--- config.mk ---
export PLATFORM = sky130hd
export DESIGN_NAME = horner_eval_engine
export DESIGN_NICKNAME = d
export VERILOG_FILES = /design/src/rtl/pea_pkg.sv /design/src/rtl/horner_mac.sv /design/src/rtl/horner_eval_engine.sv
export SDC_FILE = /design/constraint.sdc
export NUM_CORES = 1
export LEC_CHECK = 0
export BUFFER_PORTS_ARGS = -buffer_cell sky130_fd_sc_hd__buf_2
export CAP_MARGIN = 30
export CORE_ASPECT_RATIO = 0.8
export CORE_MARGIN = 2
export CORE_UTILIZATION = 55
export DETAILED_ROUTE_END_ITERATION = 7
export GPL_TIMING_DRIVEN = 0
export PLACE_DENSITY = 0.78
export SKIP_LAST_GASP = 1
export SLEW_MARGIN = 40
export SYNTH_ARGS = -nofsm -noshare
export SYNTH_HDL_FRONTEND = slang
export SYNTH_SLANG_ARGS = --single-unit
--- constraint.sdc ---
create_clock -name clk -period 5.4 [get_ports clk]
set_clock_uncertainty 0.05 [all_clocks]
set_input_delay 1.08 -clock clk [delete_from_list [all_inputs] [get_ports clk]]
set_output_delay 1.08 -clock clk [all_outputs]
set_load 0.01 [all_outputs]
--- src/rtl/pea_pkg.sv ---
// Shared definitions for the Polynomial Evaluation Accelerator (PEA):
// default sizes, FSM state encoding and address-width helpers.
package pea_pkg;

    localparam int PEA_WORD_SIZE   = 16;
    localparam int PEA_NUM_VECTORS = 8;
    localparam int PEA_MAX_DEGREE  = 10;

    localparam logic [1:0] ST_IDLE_ENC = 2'd0;
    localparam logic [1:0] ST_REQ_ENC  = 2'd1;
    localparam logic [1:0] ST_WAIT_ENC = 2'd2;
    localparam logic [1:0] ST_DONE_ENC = 2'd3;

    typedef enum logic [1:0] {
        IDLE = ST_IDLE_ENC,
        REQ  = ST_REQ_ENC,
        WAIT = ST_WAIT_ENC,
        DONE = ST_DONE_ENC
    } pea_state_e;

    // Ceiling log2; log2(1) = 0.
    function automatic int log2(input int value);
        int r;
        r = 0;
        for (int i = 0; i < 31; i++) begin
            if ((1 << r) < value) r = r + 1;
        end
        return r;
    endfunction

    // Vector address width; at least one bit so the port never collapses.
    function automatic int vec_aw(input int n_vectors);
        return (n_vectors > 1) ? log2(n_vectors) : 1;
    endfunction

    // Coefficient/degree width; the extra bit lets illegal degrees be seen.
    function automatic int coef_aw(input int max_deg);
        return log2(max_deg) + 1;
    endfunction

endpackage

--- src/rtl/horner_mac.sv ---
// One Horner step: acc*x + coef, unsigned.
// Build option PEA_SAT_ARITH_EN: saturate to all-ones instead of wrapping.
module horner_mac #(
    parameter int word_size = 16
) (
    input  logic [word_size-1:0] acc,
    input  logic [word_size-1:0] x,
    input  logic [word_size-1:0] coef,
    output logic [word_size-1:0] mac_out
);

    localparam int PW = 2 * word_size;

    logic [PW-1:0] prod;
    logic [PW:0]   sum;

    // Full-width product plus coefficient, then truncate or clamp.
    always_comb begin
        prod = PW'(acc) * PW'(x);
        sum  = (PW+1)'(prod) + (PW+1)'(coef);
`ifdef PEA_SAT_ARITH_EN
        if (|sum[PW:word_size]) mac_out = '1;
        else                    mac_out = sum[word_size-1:0];
`else
        mac_out = sum[word_size-1:0];
`endif
    end

endmodule

--- src/rtl/horner_eval_engine.sv ---
// Horner-rule polynomial evaluator reading coefficients from the S RAM,
// highest index first. Build option PEA_SAT_ARITH_EN selects saturating MAC.
//
// state | meaning
// IDLE  | ready for a command; latches vec/degree/x on start
// REQ   | one-cycle RAM read request for S[vec][idx]
// WAIT  | waiting for q_en; folds q into acc, then next index or finish
// DONE  | publishes result (or error) for one cycle
module horner_eval_engine
    import pea_pkg::*;
#(
    parameter int word_size   = PEA_WORD_SIZE,
    parameter int num_vectors = PEA_NUM_VECTORS,
    parameter int max_degree  = PEA_MAX_DEGREE,
    localparam int VW = vec_aw(num_vectors),
    localparam int CW = coef_aw(max_degree)
) (
    input  logic                 clk,
    input  logic                 rst,
    input  logic                 start,
    input  logic [VW-1:0]        vec_sel,
    input  logic [CW-1:0]        degree,
    input  logic [word_size-1:0] x_val,
    output logic                 ready,
    output logic [VW-1:0]        rd_vector_addr,
    output logic [CW-1:0]        rd_coef_addr,
    output logic                 re_en,
    input  logic [word_size-1:0] q,
    input  logic                 q_en,
    output logic [word_size-1:0] result,
    output logic                 result_valid,
    output logic                 cmd_err
);

    pea_state_e           state_q, state_d;
    logic [VW-1:0]        vec_q;
    logic [CW-1:0]        idx_q;
    logic [word_size-1:0] x_q;
    logic [word_size-1:0] acc_q;
    logic                 err_q;
    logic [word_size-1:0] mac_out;
    logic                 illegal_deg;

    assign illegal_deg    = (degree > CW'(max_degree));
    assign rd_vector_addr = vec_q;
    assign rd_coef_addr   = idx_q;

    horner_mac #(.word_size(word_size)) u_mac (
        .acc     (acc_q),
        .x       (x_q),
        .coef    (q),
        .mac_out (mac_out)
    );

    // State register.
    always_ff @(posedge clk) begin
        if (rst) state_q <= IDLE;
        else     state_q <= state_d;
    end

    // Next-state and Moore outputs.
    always_comb begin
        state_d = state_q;
        ready   = 1'b0;
        re_en   = 1'b0;
        case (state_q)
            IDLE: begin
                ready = 1'b1;
                if (start) state_d = illegal_deg ? DONE : REQ;
            end
            REQ: begin
                re_en   = 1'b1;
                state_d = WAIT;
            end
            WAIT: begin
                if (q_en) state_d = (idx_q == '0) ? DONE : REQ;
            end
            DONE: begin
                state_d = IDLE;
            end
            default: state_d = IDLE;
        endcase
    end

    // Command latch, accumulator, index and result registers.
    always_ff @(posedge clk) begin
        if (rst) begin
            vec_q        <= '0;
            idx_q        <= '0;
            x_q          <= '0;
            acc_q        <= '0;
            err_q        <= 1'b0;
            result       <= '0;
            result_valid <= 1'b0;
            cmd_err      <= 1'b0;
        end else begin
            result_valid <= 1'b0;
            cmd_err      <= 1'b0;
            case (state_q)
                IDLE: begin
                    if (start) begin
                        vec_q <= vec_sel;
                        idx_q <= degree;
                        x_q   <= x_val;
                        acc_q <= '0;
                        err_q <= illegal_deg;
                    end
                end
                WAIT: begin
                    if (q_en) begin
                        acc_q <= mac_out;
                        if (idx_q != '0) idx_q <= idx_q - 1'b1;
                    end
                end
                DONE: begin
                    result_valid <= 1'b1;
                    cmd_err      <= err_q;
                    result       <= err_q ? '0 : acc_q;
                end
                default: ;
            endcase
        end
    end

endmodule

# ---- After elaboration in Yosys (flattened, before gate mapping)
# Cells that the tools add are included.
dict set report op_classes {
  mul 1
  reduce_logical 9
  eq_ne 6
  muxes 16
  magnitude_cmp 1
  bitwise_logic 1
  addsub 2
}
# op count
set ops {}
lappend ops {{16-bit 2-to-1 mux} 3}
lappend ops {{16-bit one-hot mux with 2 select lines} 1}
lappend ops {{16-bit adder} 1}
lappend ops {{16-bit by 16-bit multiplier with 16-bit output} 1}
lappend ops {{5-bit 2-to-1 mux} 3}
lappend ops {{5-bit one-hot mux with 2 select lines} 1}
lappend ops {{2-bit 2-to-1 mux} 4}
lappend ops {{2-bit one-hot mux with 4 select lines} 1}
lappend ops {{2-bit inequality test (second input constant)} 3}
lappend ops {{5-bit by 4-bit greater-than comparator with 1-bit output (second input constant)} 1}
lappend ops {{5-bit logical NOT} 1}
lappend ops {{5-bit nonzero test} 1}
lappend ops {{5-bit by 1-bit subtractor with 5-bit output (second input constant)} 1}
lappend ops {{2-bit == test (second input constant)} 2}
lappend ops {{2-bit AND reduction} 2}
lappend ops {{4-bit AND reduction} 1}
lappend ops {{1-bit 2-to-1 mux} 3}
lappend ops {{3-bit AND reduction} 1}
lappend ops {{2-bit by 1-bit == test with 1-bit output (second input constant)} 1}
lappend ops {{2-bit logical NOT} 1}
lappend ops {{2-bit nonzero test} 1}
lappend ops {{2-bit OR reduction} 1}
lappend ops {{1-bit inverter} 1}
dict set report totals {
  output_inout_bits 28
  wordCells 45
  regBits 61
  in_bits 44
}

# ---- Logic depth before layout (Yosys ltp)
# Gate-level depths: netlist of run 1.
dict set report depth {
  ltp_word 4
  ltp_mapped 21
  depth_no_buf 20
}

# ---- By module
# Synthesis of run 1 repeated with hierarchy kept, for this count alone.
dict set report hier_totals {
  cells_unflattened 768
  hier_area_um2 6618.8
}
# mod area_per_inst_um2 cells_each seq_area_each_um2 instances
set modules_own_cells {}
lappend modules_own_cells {horner_mac 4433.0 532 0.0 1}
lappend modules_own_cells {horner_eval_engine 2185.8 236 1221.2 1}

# ---- Least setup slack after synthesis of run 1
# Ideal clock, no wire load.
dict set report synth_timing {
  path_type {register -> register}
  from {reg x_q[1]}
  to {reg acc_q[14]}
  path_slack_ps 127
  synth_period_minus_slack_ps 5273
  arrival_time_ps 5105
  setup_ps 118
  stages_incl_launch_ff 20
  cell_sequence {dfxtp_1 -> clkbuf_1 -> and2_1 -> fa_1 -> inv_1 -> fa_1 -> fa_1 -> fa_1 -> inv_1 -> fa_1 -> inv_1 -> fa_1 -> inv_1 -> ha_1 -> a21o_1 -> or3_1 -> o22a_1 -> o41ai_2 -> xor2_1 -> o21ai_1}
}
dict set report synth_via {
  elab_chain_len 4
}
# item line_no
set synth_lines {}
lappend synth_lines {{start, declared} horner_eval_engine.sv:38} ;# logic [word_size-1:0] x_q;
lappend synth_lines {{start signal, assigned} horner_eval_engine.sv:104} ;# x_q <= x_val;
lappend synth_lines {{16-bit by 16-bit multiplier with 16-bit output} horner_mac.sv:19} ;# prod = PW'(acc) * PW'(x);
lappend synth_lines {{16-bit adder} horner_mac.sv:20} ;# sum = (PW+1)'(prod) + (PW+1)'(coef);
lappend synth_lines {{16-bit 2-to-1 mux} horner_eval_engine.sv:110} ;# if (q_en) begin
lappend synth_lines {{16-bit one-hot mux with 2 select lines} horner_eval_engine.sv:99} ;# case (state_q)
lappend synth_lines {{end signal, assigned} horner_eval_engine.sv:111} ;# acc_q <= mac_out;
lappend synth_lines {{end, declared} horner_eval_engine.sv:39} ;# logic [word_size-1:0] acc_q;
# Every way passes these cells. The select of a mux whose other input is x is not followed.
# A chain may end at the register's enable or synchronous reset.

# ---- Worst setup path after layout of run 1
dict set report layout_timing {
  from {reg x_q[5]}
  to {reg acc_q[14]}
}
# Same word-level chain as after synthesis.

==> results_dict.tcl, run 1 <==
set metrics [dict create \
    grt_first_pass_wirelength_mm 29.0 \
    final_area_mm2 0.00778 \
    tightest_slew_ps 660 \
    cp-start-kind "register" \
    area_delta_synth_final_pct 17.4 \
    ff_latch_area_mm2 0.00125 \
    dr.pass1.iters 5 \
    syn_avg_cell_area_um2 8.46 \
    ys_seq_area_share_pct 18.4 \
    layout.nets 1064 \
    holdCritPathClass "register to register" \
    cpPeakStageDelay_ps 500 \
    synth_top_area_share_pct 28.4 \
    reg2reg_slack_ps 40 \
    worst_setup_path_end_kind "register" \
    die_w_um 127 \
    maxSlewViolCount 0 \
    fillers 941 \
    clock_path_buffers 2 \
    ant_nets 0 \
    synth-xor-area-share_pct 5.45 \
    gp_congestion 0.883 \
    synthMostInstantiatedCell "inv_1" \
    drc 0 \
    grt_pass1_vias 5701 \
    syn_inst 784 \
    fin_crit_sh_pct 99.3 \
    cap_violations 0 \
    slew_headroom_pct 56.0 \
    leakage_nw 3.82 \
    pwr_density_cell_mw_per_mm2 185 \
    hold_viol 0 \
    cp_top_family "adder cells" \
    start_util_pct 56.9 \
    cp_max_fo 4 \
    comb_power_share_pct 24.7 \
    required_ps 5570 \
    wire_per_inst_um 17.9 \
    synthMuxAreaShare_pct 0 \
    synth_compound_area_share_pct 9.74 \
    die-area_mm2 0.0130 \
    drt-met1-wl_mm 7.81 \
    cp.arrival_ps 5540 \
    setup_ws_ps 35.8 \
    grt_max_degree 12 \
    finalSetupViolations 0 \
    cts.sink_count 61 \
    wl_met2_mm 8.30 \
    postSynthNetCount 975 \
    synthAdderAreaFrac_pct 38.4 \
    clk_latency_ps 340 \
    ys.flop_type "dfxtp_1" \
    htree_num_levels 3 \
    pin_count 72 \
    slowest_stage "fa_1" \
    drtIter0Drc 457 \
    synthTopCellsByArea "fa_1 (28%), dfxtp_1 (18%), ha_1 (10%), inv_1 (9.1%), nand2_1 (7.5%)" \
    top_layer_used "met4" \
    max_freq_mhz 186 \
    clock_power_share_pct 39.6 \
    status "complete, no violations" \
    cpMostUsedCell "fa_1" \
    crit_chain "clkbuf_8 -> buf_4 -> and2_1 -> fa_1 -> inv_2 -> fa_2 -> fa_1 -> fa_1 -> inv_1 -> fa_1 -> inv_1 -> fa_1 -> inv_1 -> ha_4 -> a21o_1 -> o21a_1 -> o21a_1 -> o22a_1 -> o41ai_4 -> xor2_1 -> o21ai_1" \
    antenna_found_initial 0 \
    port_buffers 70 \
    intPower_uw 985 \
    wl_mm 18.4 \
    hpwlAfterDp_mm 13.5 \
    row_count 35 \
    synth-edff-count 0 \
    yosys.area.top_type "fa_1" \
    switching_share_pct 31.7 \
    ys_ff_latch 61 \
    cts_buffers 9 \
    period_needed_ps 5360 \
    synthArstFlopShare_pct 0 \
    diodes 0 \
    ys_types 39 \
    clk_pin_slew_ps 50 \
    cp_num_buf_inv 6 \
    path_class "register to register" \
    synth_simple_gate_area_share_pct 16.8 \
    yosys_warnings 0 \
    drive_gt1_share_pct 18.6 \
    synth.cell_area_mm2 0.00663 \
    synthTopCellsByCount "inv_1 (161), nand2_1 (133), fa_1 (94), dfxtp_1 (61), and2_1 (56)" \
    num_vias 5645 \
    wl_met3_mm 1.78 \
    die_h_um 102 \
    clock-root-buffer "clkbuf_16" \
    worst_ir_drop_vdd_v 0.000197 \
    synth_top_family_by_area "adder cells" \
    via_per_inst 5.50 \
    core_area_mm2 0.0116 \
    grt.total_usage_pct 29.4 \
    pre_cts_ws_ps -474 \
    p_sw_uw 458 \
    cts_tree "done" \
    seqPwrFrac_pct 35.7 \
    rsz0062_at_grt "true" \
    placed_area_mm2 0.00716 \
    multiInputGateArea_mm2 0.00478 \
    grt_overflow_total 0 \
]
## flip-flops by register name (all words and copies together) (netlist names)
register        count
cmd_err             1
rd_coef_addr        5
result_valid        1
rd_vector_addr      3
x_q                16
state_q             2
acc_q              16
err_q               1
result             16
## power groups by stage
| stage | clock (mW) | combinational (mW) | sequential (mW) |
|---|---|---|---|
| 4_1_cts | 0.569 | 0.335 | 0.512 |
| 3_5_place_dp | 0 | 0.319 | 0.516 |
| 5_1_grt | 0.588 | 0.393 | 0.516 |
| 3_3_place_gp | 0 | 0.312 | 0.514 |
| 2_1_floorplan | 0 | 0.216 | 0.506 |
| 6_report | 0.571 | 0.357 | 0.514 |
## final cells by class
class | count | area share [%]
multi-input combinational | 527 | 61.4
sequential | 61 | 16.0
inverter | 161 | 7.77
timing repair buffer | 80 | 5.56
clock buffer | 12 | 3.17
buffer | 33 | 3.06
tap | 148 | 2.38
clock inverter | 4 | 0.611
## per-stage QoR
stage / hold slack (ps) / total power [mW] / std cells / TNS [ps] / util [%]
finish: 412 / 1.44 / 1026 / 0 / 66.8
global route: 430 / 1.50 / 1026 / -95.6 / 66.8
CTS: 414 / 1.42 / 1023 / -74.4 / 65.7
detailed placement: 402 / 0.835 / 1002 / -1160 / 61.5
global placement: 393 / 0.826 / 1002 / -1090 / 61.5
floorplan: 387 / 0.721 / 784 / 0 / -
## layer usage
metal / GRT usage (%) / vias up
met4: 9.38 / 0
met2: 47.7 / 295
li1: - / 2551
met1: 39.8 / 2752
met3: 6.65 / 47
met5: 0 / -
## kinds of logic (layout without fill, tap and decap cells)
logic type | Yosys count | in the layout
compound gates | 97 | 97
simple gates | 245 | 245
xor+xnor | 38 | 38
buf+inv | 196 | 290
fa+ha+maj | 147 | 147
flops | 61 | 61
## worst paths after layout
check                            startpoint                              to  cells past startpoint
min          rd_vector_addr[1]$_SDFFE_PP0P_  rd_vector_addr[1]$_SDFFE_PP0P_                      2
min reg2reg  rd_vector_addr[1]$_SDFFE_PP0P_  rd_vector_addr[1]$_SDFFE_PP0P_                      2
max                     x_q[5]$_SDFFE_PP0P_          acc_q[14]$_SDFFE_PP0P_                     21
max reg2reg             x_q[5]$_SDFFE_PP0P_          acc_q[14]$_SDFFE_PP0P_                     21
## worst reg2reg max path: stages (launching register included)
cell      delay [ps]
dfxtp_2          340
clkbuf_8         150
buf_4            130
and2_1           150
fa_1             500
inv_2             50
fa_2             390
fa_1             480
fa_1             490
inv_1             60
fa_1             490
inv_1             60
fa_1             490
inv_1             70
ha_4             220
a21o_1           200
o21a_1           200
o21a_1           160
o22a_1           220
o41ai_4           70
xor2_1           180
o21ai_1           80
## layout by cell type (no fill, tap or decap), types with 8 or more instances in the layout
cell type  count
dfxtp_1       46
xor2_1         9
a22oi_1        9
a21oi_1       34
xnor2_1       25
inv_1        156
buf_2         76
clkbuf_1      15
dfxtp_2       12
o21ai_1        8
clkbuf_16     10
nand2_1      133
and2_1        52
nor2_1        32
ha_1          48
a21o_1         8
fa_1          89
buf_4         10
a22o_1        16
## timing repair
item | CTS | global route
pin swaps | 8 | 28
gates resized for setup | 49 | 37
buffers inserted | 7 | 3
endpoints found under the setup margin | 6 | 5
hold buffers | 0 | 0
No activity file was read; power rests on OpenSTA's default activity.
==> run 2, diff against run 1 <==
- PLACE_DENSITY: 0.78 -> 0.75
- RECOVER_POWER: not set -> 25
- clock period: 5.4 -> 5.67 ns (I/O delays scaled with it)
==> results_dict.tcl, run 2 (synthesis gave the netlist of run 1 again) <==
set metrics [dict create \
    clock_path_buffers 2 \
    p_sw_uw 415 \
    period_needed_ps 5510 \
    slowest_stage "fa_1" \
    status "complete, no violations" \
    gp_congestion 0.886 \
    switching_share_pct 31.1 \
    hold_viol 0 \
    hpwlAfterDp_mm 13.2 \
    fin_crit_sh_pct 97.3 \
    cp.arrival_ps 5680 \
    antenna_found_initial 0 \
    cp_max_fo 10 \
    area_delta_synth_final_pct 13.8 \
    grt_first_pass_wirelength_mm 27.1 \
    worst_ir_drop_vdd_v 0.000193 \
    intPower_uw 922 \
    crit_path_end "acc_q[14]$_SDFFE_PP0P_" \
    row_count 35 \
    reg2reg_slack_ps 160 \
    grt.total_usage_pct 27.6 \
    die_h_um 102 \
    core_area_mm2 0.0116 \
    tightest_slew_ps 675 \
    diodes 0 \
    layout.nets 1054 \
    largest_registers "acc_q (16), result (16), x_q (16)" \
    cap_violations 0 \
    min_path_cells 2 \
    fin_util_pct 64.8 \
    cp-start-kind "register" \
    port_buffers 70 \
    postCtsHoldBufs 0 \
    holdCritPathClass "register to register" \
    die-area_mm2 0.0130 \
    cts_tree "done" \
    final_cell_mix "inv_1 (161), nand2_1 (133), fa_1 (93)" \
    regToRegStartpoint "acc_q[8]$_SDFFE_PP0P_" \
    rsz0062_at_grt "true" \
    r2r-end "acc_q[14]$_SDFFE_PP0P_" \
    crit_chain "buf_2 -> and2_1 -> fa_1 -> inv_1 -> fa_1 -> fa_1 -> fa_1 -> inv_1 -> fa_1 -> inv_1 -> fa_1 -> inv_1 -> ha_4 -> a21o_1 -> or3_4 -> o22a_1 -> o41ai_4 -> xor2_1 -> o21ai_1" \
    drtIter0Drc 351 \
    clock-root-buffer "clkbuf_16" \
    pwr_density_cell_mw_per_mm2 177 \
    maxSlewViolCount 0 \
    seqPwrFrac_pct 36.7 \
    grt_overflow_total 0 \
    clk_latency_ps 330 \
    drc 0 \
    pin_count 72 \
    num_vias 5336 \
    ant_nets 0 \
    die_w_um 127 \
    via_per_inst 5.25 \
    htree_num_levels 3 \
    cpMostUsedCell "fa_1" \
    clk_pin_slew_ps 50 \
    leakage_nw 3.70 \
    cts_setup_buffers 0 \
    cts_buffers 9 \
    fin_setup_tns_ps 0 \
    finalSetupViolations 0 \
    slew_headroom_pct 55.0 \
    start_util_pct 56.9 \
    grt_pass1_vias 5386 \
    comb_power_share_pct 22.9 \
    worstRegToRegCells 19 \
    wire_per_inst_um 16.6 \
    required_ps 5840 \
    cts.sink_count 61 \
    grt_max_degree 12 \
    wl_mm 16.8 \
    startpoint "acc_q[8]$_SDFFE_PP0P_" \
    max_freq_mhz 181 \
    path_class "register to register" \
    power_mw 1.34 \
    clock_power_share_pct 40.3 \
    worst_setup_path_end_kind "register" \
    layout_commonest_cell "inv_1" \
    dr.pass1.iters 5 \
    drive_gt1_share_pct 13.4 \
    cpPeakStageDelay_ps 580 \
]
[run 2: cell count changes in the layout (fill, tap and decap cells not counted), moves of 3 or more]
cell and change:
buf_4 -8, dfxtp_2 -3, dfxtp_1 +5, buf_2 -9, fa_1 +4, ha_1 +4
ha_4 -3, and2_4 -4, fa_2 -4, inv_2 -5, clkbuf_1 +11, and2_1 +3
inv_1 +5
[run 2: through the flow]
step	instances	worst slack, ps	cell area [um2]	hold slack [ps]
after floorplan	784	397	6630	387
after global placement	1002	-231	7160	390
after CTS	1016	11.3	7480	400
final	1016	155	7540	403
after global routing	1016	-20.9	7540	428
after detailed placement	1002	-219	7160	393
[run 2: worst max-delay path: cells and delay by family, from the launching register on]
kind / cells / cell delay, ps
fa+ha+maj: 7 / 3240
compound gates: 4 / 600
xor+xnor: 1 / 190
flops: 1 / 300
simple gates: 2 / 550
buf+inv: 5 / 440
[run 2: area by class of cell]
type | count | area [um2]
Timing Repair Buffer | 70 | 337
Clock buffer | 12 | 246
Tap cell | 148 | 185
Fill cell | 997 | 4100
Multi-Input combinational cell | 527 | 4700
Clock inverter | 4 | 47.5
Buffer | 33 | 189
Sequential cell | 61 | 1240
Inverter | 161 | 604
[run 2: routing by layer]
layer	track usage, %	wire [um]	vias to the layer above
met5	0	0	-
met4	7.44	248	0
met3	5.13	1220	27
met2	43.9	7630	193
met1	39.3	7730	2574
li1	-	-	2542
[run 2: timing repair]
| action | CTS | global route |
|---|---|---|
| resized for setup | 16 | 37 |
| setup endpoints to repair | 2 | 3 |
| pin swaps | 0 | 3 |
| endpoints found under the hold margin | 0 | 0 |
[run 2: worst min path at each step]
stage,slack [ps],endpoint,startpoint
2_1_floorplan,390,x_q[15]$_SDFFE_PP0P_,x_q[15]$_SDFFE_PP0P_
3_3_place_gp,390,rd_vector_addr[1]$_SDFFE_PP0P_,rd_vector_addr[1]$_SDFFE_PP0P_
5_1_grt,430,rd_vector_addr[1]$_SDFFE_PP0P_,rd_vector_addr[1]$_SDFFE_PP0P_
6_report,400,rd_vector_addr[1]$_SDFFE_PP0P_,rd_vector_addr[1]$_SDFFE_PP0P_
3_5_place_dp,390,rd_vector_addr[1]$_SDFFE_PP0P_,rd_vector_addr[1]$_SDFFE_PP0P_
4_1_cts,400,rd_vector_addr[1]$_SDFFE_PP0P_,rd_vector_addr[1]$_SDFFE_PP0P_
[run 2: power by group through the flow]
stage / Sequential, mW / Clock, mW / Combinational [mW]
global route: 0.493 / 0.563 / 0.346
global placement: 0.492 / 0 / 0.296
floorplan: 0.482 / 0 / 0.205
CTS: 0.488 / 0.540 / 0.300
finish: 0.491 / 0.540 / 0.307
detailed placement: 0.493 / 0 / 0.299
==> run 3, diff against run 2 <==
- MAX_ROUTING_LAYER: not set -> met4
==> results_dict.tcl, run 3 (synthesis gave the netlist of run 1 again) <==
set metrics [dict create \
    status "complete, no violations" \
    drc 0 \
    hold_ws_ps 405 \
    clk_latency_ps 340 \
    pwr_density_cell_mw_per_mm2 178 \
    layout.nets 1054 \
    multiInputGateArea_mm2 0.00470 \
    met3_usage_pct 5.13 \
    slew_headroom_pct 55.8 \
    htree_num_levels 3 \
    num_vias 5355 \
    layout_commonest_cell "inv_1" \
    die-area_mm2 0.0130 \
    grt.total_usage_pct 28.4 \
    cp-start-kind "register" \
    start_util_pct 56.9 \
    dp.cells 1002 \
    max_freq_mhz 181 \
    via_per_inst 5.27 \
    pre_cts_ws_ps -219 \
    largest_registers "acc_q (16), result (16), x_q (16)" \
    grt_max_degree 12 \
    cts_buffers 9 \
    die_w_um 127 \
    cp.arrival_ps 5680 \
    cp_max_fo 10 \
    grt_pass1_vias 5387 \
    final_cell_mix "inv_1 (161), nand2_1 (133), fa_1 (93)" \
    holdCritPathClass "register to register" \
    grt_overflow_total 0 \
    clock_path_buffers 2 \
    rsz0062_at_grt "true" \
    worst_ir_drop_vdd_v 0.000193 \
    stdcell_count 1016 \
    fillers 997 \
    fin_crit_sh_pct 97.2 \
    row_count 35 \
    setup_ws_ps 159 \
    drtIter0Drc 380 \
    clock-root-buffer "clkbuf_16" \
    busiest_layer "met2" \
    hpwlAfterDp_mm 13.2 \
    period_needed_ps 5510 \
    port_buffers 70 \
    core_area_mm2 0.0116 \
    maxSlewViolCount 0 \
    hold_viol 0 \
    grt_first_pass_wirelength_mm 27.1 \
    wl_mm 16.8 \
    wire_per_inst_um 16.6 \
    ff_latch_area_mm2 0.00124 \
    cts_tree "done" \
    drive_gt1_share_pct 13.4 \
    cts_setup_buffers 0 \
    met2_usage_pct 43.9 \
    fin_util_pct 64.8 \
    required_ps 5840 \
    die_h_um 102 \
    cap_violations 0 \
    clk_pin_slew_ps 60 \
    ant_nets 0 \
    finalSetupViolations 0 \
    worst_setup_path_end_kind "register" \
    tightest_slew_ps 663 \
    pin_count 72 \
    cts.sink_count 61 \
    diodes 0 \
    dr.pass1.iters 5 \
    gp_congestion 0.900 \
    path_class "register to register" \
    power_mw 1.34 \
    leakage_nw 3.70 \
    grtUsageMet1_pct 39.3 \
    antenna_found_initial 0 \
    area_delta_synth_final_pct 13.8 \
]
## run 3: cell counts in the layout (fill, tap and decap cells not counted)
No cell type changed its count.
## run 3: power breakdown
part	internal, mW	switching, mW	total, mW
sequential	0.454	0.0373	0.491
clock	0.350	0.192	0.542
combinational	0.118	0.188	0.307
## run 3: final cells by class
class	count	area share (%)
well taps	148	2.45
repair buffers	70	4.46
inverters	161	8.01
clock inverters	4	0.630
plain buffers	33	2.50
clock buffers	12	3.27
flip-flops and latches	61	16.4
multi-input cells	527	62.3
## run 3: timing repair
item / CTS / global route
pin swaps: 0 / 3
setup endpoints to repair: 2 / 3
gates cloned: 0 / 0
resized for setup: 16 / 37
hold buffers: 0 / 0
## run 3: worst max-delay path: stages, from the launching register on
cell and delay [ps]:
dfxtp_1 300, buf_2 230, and2_1 190, fa_1 470, inv_1 50, fa_1 580, fa_1 460, fa_1 540
inv_1 50, fa_1 490, inv_1 50, fa_1 480, inv_1 60, ha_4 220, a21o_1 220, or3_4 360
o22a_1 230, o41ai_4 70, xor2_1 190, o21ai_1 80
## run 3: through the flow
stage | area (um2) | TNS [ps]
after floorplan | 6630 | 0
after global placement | 7160 | -408
after detailed placement | 7160 | -378
after CTS | 7480 | 0
after global routing | 7540 | -20.9
final | 7540 | 0
## run 3: path summary, 6_finish.rpt
kind / start / to / slack, ps / cells past startpoint
min reg2reg: rd_vector_addr[1]$_SDFFE_PP0P_ / rd_vector_addr[1]$_SDFFE_PP0P_ / 400 / 2
max: acc_q[8]$_SDFFE_PP0P_ / acc_q[14]$_SDFFE_PP0P_ / 160 / 19
min: rd_vector_addr[1]$_SDFFE_PP0P_ / rd_vector_addr[1]$_SDFFE_PP0P_ / 400 / 2
max reg2reg: acc_q[8]$_SDFFE_PP0P_ / acc_q[14]$_SDFFE_PP0P_ / 160 / 19
## run 3: per-layer routing
| metal | up-vias | part of all wire, % |
|---|---|---|
| met5 | - | 0 |
| met4 | 0 | 1.6 |
| met3 | 28 | 7.3 |
| met2 | 202 | 45 |
| met1 | 2589 | 46 |
| li1 | 2536 | - |
